--- config.mk ---
export PLATFORM = sky130hd
export DESIGN_NAME = io_timer
export DESIGN_NICKNAME = d
export VERILOG_FILES = /design/src/rtl/cpu_io_pkg.sv /design/src/rtl/io_prescaler.sv /design/src/rtl/io_timer.sv
export SDC_FILE = /design/constraint.sdc
export NUM_CORES = 1
export LEC_CHECK = 0
export CAP_MARGIN = 20
export CORE_UTILIZATION = 48
export DETAILED_ROUTE_END_ITERATION = 6
export PLACE_DENSITY = 0.77
export RECOVER_POWER = 100
export SETUP_SLACK_MARGIN = 0.05
export SYNTH_ARGS = -nofsm -noshare
export SYNTH_HDL_FRONTEND = slang
export SYNTH_SLANG_ARGS = --single-unit
--- constraint.sdc ---
create_clock -name clk -period 2.5 [get_ports clk]
set_clock_uncertainty 0.1 [all_clocks]
set_input_delay 0.375 -clock clk [delete_from_list [all_inputs] [get_ports clk]]
set_output_delay 0.375 -clock clk [all_outputs]
set_load 0.01 [all_outputs]
--- src/rtl/cpu_io_pkg.sv ---
// Shared definitions for memory-mapped cpu I/O blocks: register offsets,
// timer CTRL bit positions and the timer's default base address.
package cpu_io_pkg;

  localparam logic [15:0] TIMER_BASE_ADDR = 16'hFF00;

  localparam logic [15:0] OFF_CTRL  = 16'd0;
  localparam logic [15:0] OFF_LOAD  = 16'd1;
  localparam logic [15:0] OFF_COUNT = 16'd2;
  localparam logic [15:0] OFF_STAT  = 16'd3;
  localparam logic [15:0] OFF_PRESC = 16'd4;

  localparam int CTRL_EN          = 0;
  localparam int CTRL_AUTO_RELOAD = 1;
  localparam int CTRL_IRQ_EN      = 2;
  localparam int CTRL_W           = 3;

  // True when a bus offset (addr - base, modulo 2^16) lands on a register.
  function automatic logic off_in_range(input logic [15:0] off);
    return off <= OFF_PRESC;
  endfunction

endpackage

--- src/rtl/io_prescaler.sv ---
// Clock divider: produces a one-cycle tick every div+1 enabled cycles.
module io_prescaler #(
  parameter int W = 8
) (
  input  logic         clk,
  input  logic         reset,
  input  logic         en,
  input  logic         clr,
  input  logic [W-1:0] div,
  output logic         tick
);

  logic [W-1:0] pcnt_q, pcnt_d;

  assign tick = en && (pcnt_q == div);

  // Count while enabled, wrap on tick; clr (LOAD write) restarts the period.
  always_comb begin
    pcnt_d = pcnt_q;
    if (clr)       pcnt_d = '0;
    else if (en)   pcnt_d = tick ? '0 : pcnt_q + W'(1);
  end

  // Prescaler counter register.
  always_ff @(posedge clk) begin
    if (reset) pcnt_q <= '0;
    else       pcnt_q <= pcnt_d;
  end

endmodule

--- src/rtl/io_timer.sv ---
// Memory-mapped programmable down-counter timer with level interrupt.
module io_timer
  import cpu_io_pkg::*;
#(
  parameter logic [15:0] BASE_ADDR = TIMER_BASE_ADDR,
  parameter int          CNT_W     = 16,
  parameter int          PRESC_W   = 8
) (
  input  logic        clk,
  input  logic        reset,
  input  logic [15:0] addr,
  input  logic [15:0] wr_data,
  input  logic        we,
  input  logic        re,
  output logic [15:0] rd_data,
  output logic        rd_oe,
  output logic        irq
);

  logic [CTRL_W-1:0]  ctrl_q,  ctrl_d;
  logic [CNT_W-1:0]   load_q,  load_d;
  logic [CNT_W-1:0]   count_q, count_d;
  logic               exp_q,   exp_d;
  logic [PRESC_W-1:0] presc_q, presc_d;

  logic [15:0] off;
  logic        in_range, wr, tick;

  assign off      = addr - BASE_ADDR;
  assign in_range = off_in_range(off);
  assign wr       = we && in_range;

  io_prescaler #(.W(PRESC_W)) u_presc (
    .clk   (clk),
    .reset (reset),
    .en    (ctrl_q[CTRL_EN]),
    .clr   (wr && (off == OFF_LOAD)),
    .div   (presc_q),
    .tick  (tick)
  );

  // Next state: STAT clear first so an expiry tick can re-set EXPIRED,
  // then tick effects, then CTRL/LOAD writes which override the tick.
  always_comb begin
    ctrl_d  = ctrl_q;
    load_d  = load_q;
    count_d = count_q;
    exp_d   = exp_q;
    presc_d = presc_q;

    if (wr && off == OFF_STAT && wr_data[0]) exp_d = 1'b0;

    if (tick) begin
      if (count_q != '0) begin
        count_d = count_q - CNT_W'(1);
      end else begin
        exp_d = 1'b1;
        if (ctrl_q[CTRL_AUTO_RELOAD]) count_d = load_q;
        else                          ctrl_d[CTRL_EN] = 1'b0;
      end
    end

    if (wr) begin
      case (off)
        OFF_CTRL:  ctrl_d  = wr_data[CTRL_W-1:0];
        OFF_LOAD: begin
          load_d  = wr_data[CNT_W-1:0];
          count_d = wr_data[CNT_W-1:0];
        end
        OFF_PRESC: presc_d = wr_data[PRESC_W-1:0];
        default: ;
      endcase
    end
  end

  // Register file and counter state.
  always_ff @(posedge clk) begin
    if (reset) begin
      ctrl_q  <= '0;
      load_q  <= '0;
      count_q <= '0;
      exp_q   <= 1'b0;
      presc_q <= '0;
    end else begin
      ctrl_q  <= ctrl_d;
      load_q  <= load_d;
      count_q <= count_d;
      exp_q   <= exp_d;
      presc_q <= presc_d;
    end
  end

  assign irq   = exp_q & ctrl_q[CTRL_IRQ_EN];
  assign rd_oe = re && in_range;

  // Read mux: side-effect free, zero-extended, zero when not selected.
  always_comb begin
    rd_data = '0;
    if (rd_oe) begin
      case (off)
        OFF_CTRL:  rd_data = 16'(ctrl_q);
        OFF_LOAD:  rd_data = 16'(load_q);
        OFF_COUNT: rd_data = 16'(count_q);
        OFF_STAT:  rd_data = 16'(exp_q);
        OFF_PRESC: rd_data = 16'(presc_q);
        default:   rd_data = '0;
      endcase
    end
  end

endmodule
==> out/qor.yml <==
timing:
  max_freq_mhz: 337
  fin_ws_ns: -0.467
  hold_viol_final: 0
  setup_viol: 17
  worst_pin_slew_ns: 0.756
  maxSlewHeadroom_pct: 49.4
  rsz0062_at_grt: "true"
  min_period_ns: 2.97
  slew_violations: 0
  fin_crit_sh_pct: 119
global_routing:
  grt_overflow: 0
  grt_pass1_vias: 3562
  antenna_found_initial: 0
  grt_start_max_net_pins: 26
  grt_pass1_wl_mm: 18.1
  grt_usage_pct: 32.0
drt:
  drc: 0
  ant_nets: 0
  vias: 3715
  drtIter0Drc: 390
  finalWirelength_mm: 11.1
  wl_per_cell_um: 18.7
  drtPass1Iterations: 6
  vias_per_cell: 6.29
clocking:
  holdBufCountCts: 0
  root_buffer: "clkbuf_8"
  clk_pin_slew_ns: 0.10
  clockBufferDepth: 2
  numCtsBuffers: 5
  clock_latency_ns: 0.31
  cts_tree: "done"
  clock_sinks: 52
  ctsHtreeMaxLevel: 2
floorplan:
  dieWidth_um: 83.8
  row_count: 29
  coreArea_um2: 6390
  ios: 54
  dieHeight_um: 83.8
  dieArea_um2: 7010
  start_util_pct: 50.2
hold_path:
  hold_path_class: "flip-flop to flip-flop"
  min_from: "load_q[4]"
setup_path:
  setup.worst_path.end_class: "output port"
  path_buf_inv: 5
  critPathLaunchType: "primary input"
  cp_common_cell: "buf_6"
  crit_chain: "buf_6 > or4_4 > or4_4 > nor4b_4 > buf_6 > buf_6 > buf_6 > a22oi_2 > nor2_1 > buf_2"
  worstPathArrival_ns: 2.49
  crit_family: "simple AND/OR/NAND/NOR gates"
  critPathKind: "primary input to output port"
  cp-startpoint: "addr[3]"
  reg2reg_from: "ctrl_q[1]"
  cp_max_fo: 4
  max_stage_delay_ns: 0.52
  worstPathRequired_ns: 2.03
  crit_slowest_cell: "or4_4"
placed_design:
  gp_congestion: 0.904
  portBuffers: 53
  hpwl_mm: 7.58
  dpl_worst_slack_ns: -1.06
job:
  cap_violations: 0
synth:
  yosys-top-cells-area: "dfxtp_1 (32%), nand2_1 (7.0%), a21oi_1 (5.5%)"
  synth_top_area_cell: "dfxtp_1"
  syn_avg_cell_area_um2: 7.98
  yosysWarningCount: 0
  synth_most_common_cell: "nand2_1"
  synthArstFlopShare_pct: 0
  syn_area_um2: 3210
  yosysUniqueCellTypes: 62
  synth_top_area_share_pct: 32.4
  synth_edf_count: 0
  synth_ff_type: "dfxtp_1"
  synth_cells: 402
  ys_ff_latch: 52
  ys_seq_area_share_pct: 32.4
  yosys-top-cells-count: "nand2_1 (60), dfxtp_1 (52), nor2_1 (39)"
  syn-num-nets: 441
power:
  leakage_nw: 1.78
  powerDensity_nw_per_um2: 365
  ir_drop_v: 0.000287
run_status:
  outcome: "complete, but fails checks"
  violations: "setup timing"
layout:
  nNetsFinal: 552
  syn_to_final_growth_pct: 42.0
  drive_gt1_share_pct: 26.8
  antenna_cells: 0
  fin_util_pct: 71.3
[worst register-to-register path, stage by stage, from the launching register on]
cell and delay (ns):
dfxtp_1 0.54, nor4b_1 0.44, nand4_1 0.37, o21a_1 0.27
o311ai_0 0.39, nand3_1 0.11
[registers in the layout (all words and copies together), names as in the netlist]
name / flops
count_q: 16
load_q: 16
presc_q: 8
u_presc.pcnt_q: 8
ctrl_q: 3
exp_q: 1
[routing by layer]
layer  up-vias  track usage (%)  wire [um]
met2       204             51.1       5190
met3        42             4.15        917
met4         0             12.2        383
li1       1714                -          -
met5         -                0          0
met1      1755             43.7       4560
[final timing paths]
path | endpoint | slack [ns] | depth (start not counted)
min reg2reg | load_q[4] | 0.38 | 2
max reg2reg | count_q[15] | 0.16 | 5
max | rd_data[14] | -0.47 | 10
min | load_q[4] | 0.38 | 2
[what timing repair did]
action | in CTS | in global routing
hold endpoints to repair | 0 | 0
cloned | 1 | 0
pin swaps | 17 | 21
gates resized for setup | 114 | 12
setup buffers | 17 | 5
setup endpoints to repair | 56 | 30
[through the flow]
| step | instance area, um^2 | cells | total power [mW] | hold WS, ns | TNS [ns] |
|---|---|---|---|---|---|
| 6_report | 4550 | 591 | 1.66 | 0.384 | -6.29 |
| 5_1_grt | 4550 | 591 | 1.70 | 0.402 | -7.45 |
| 4_1_cts | 4470 | 586 | 1.65 | 0.381 | -7.06 |
| 3_5_place_dp | 4180 | 561 | 1.07 | 0.365 | -36.85 |
| 3_3_place_gp | 4180 | 561 | 1.06 | 0.356 | -33.79 |
| 2_1_floorplan | 3220 | 402 | 0.945 | 0.340 | -2.10 |
[cell usage in the layout, fill, tap and decap left out, drive strengths merged, types with 9 or more instances in the layout]
cell,netlist,final
buf,11,93
nand2,60,60
dfxtp,52,52
nor2,39,39
a21oi,35,35
clkdlybuf4s50,0,22
nand3,19,19
o21ai,19,19
inv,10,10
nand4,10,10
a22oi,9,9
[cell families after synthesis]
| kind of cell | count (synthesis) | share of synthesized area, % |
|---|---|---|
| compound gates | 110 | 23.6 |
| simple gates | 175 | 29.4 |
| buf+inv | 36 | 5.27 |
| mux | 12 | 4.25 |
| xor+xnor | 14 | 3.82 |
| fa+ha+maj | 3 | 1.17 |
| flops | 52 | 32.4 |
[final cells by class]
cell class | count | area [um^2]
Multi-Input combinational cell | 314 | 2100
Clock buffer | 6 | 72.6
Clock inverter | 2 | 35.0
Inverter | 10 | 37.5
Sequential cell | 52 | 1040
Tap cell | 77 | 96.3
Timing Repair Buffer | 130 | 1180
Fill cell | 494 | 1830
[where the power goes]
group / total [mW] / internal [mW] / switching (mW)
Combinational: 0.233 / 0.117 / 0.116
Sequential: 0.832 / 0.829 / 0.00291
Clock: 0.596 / 0.298 / 0.298
(Power assumes the default switching activity.)
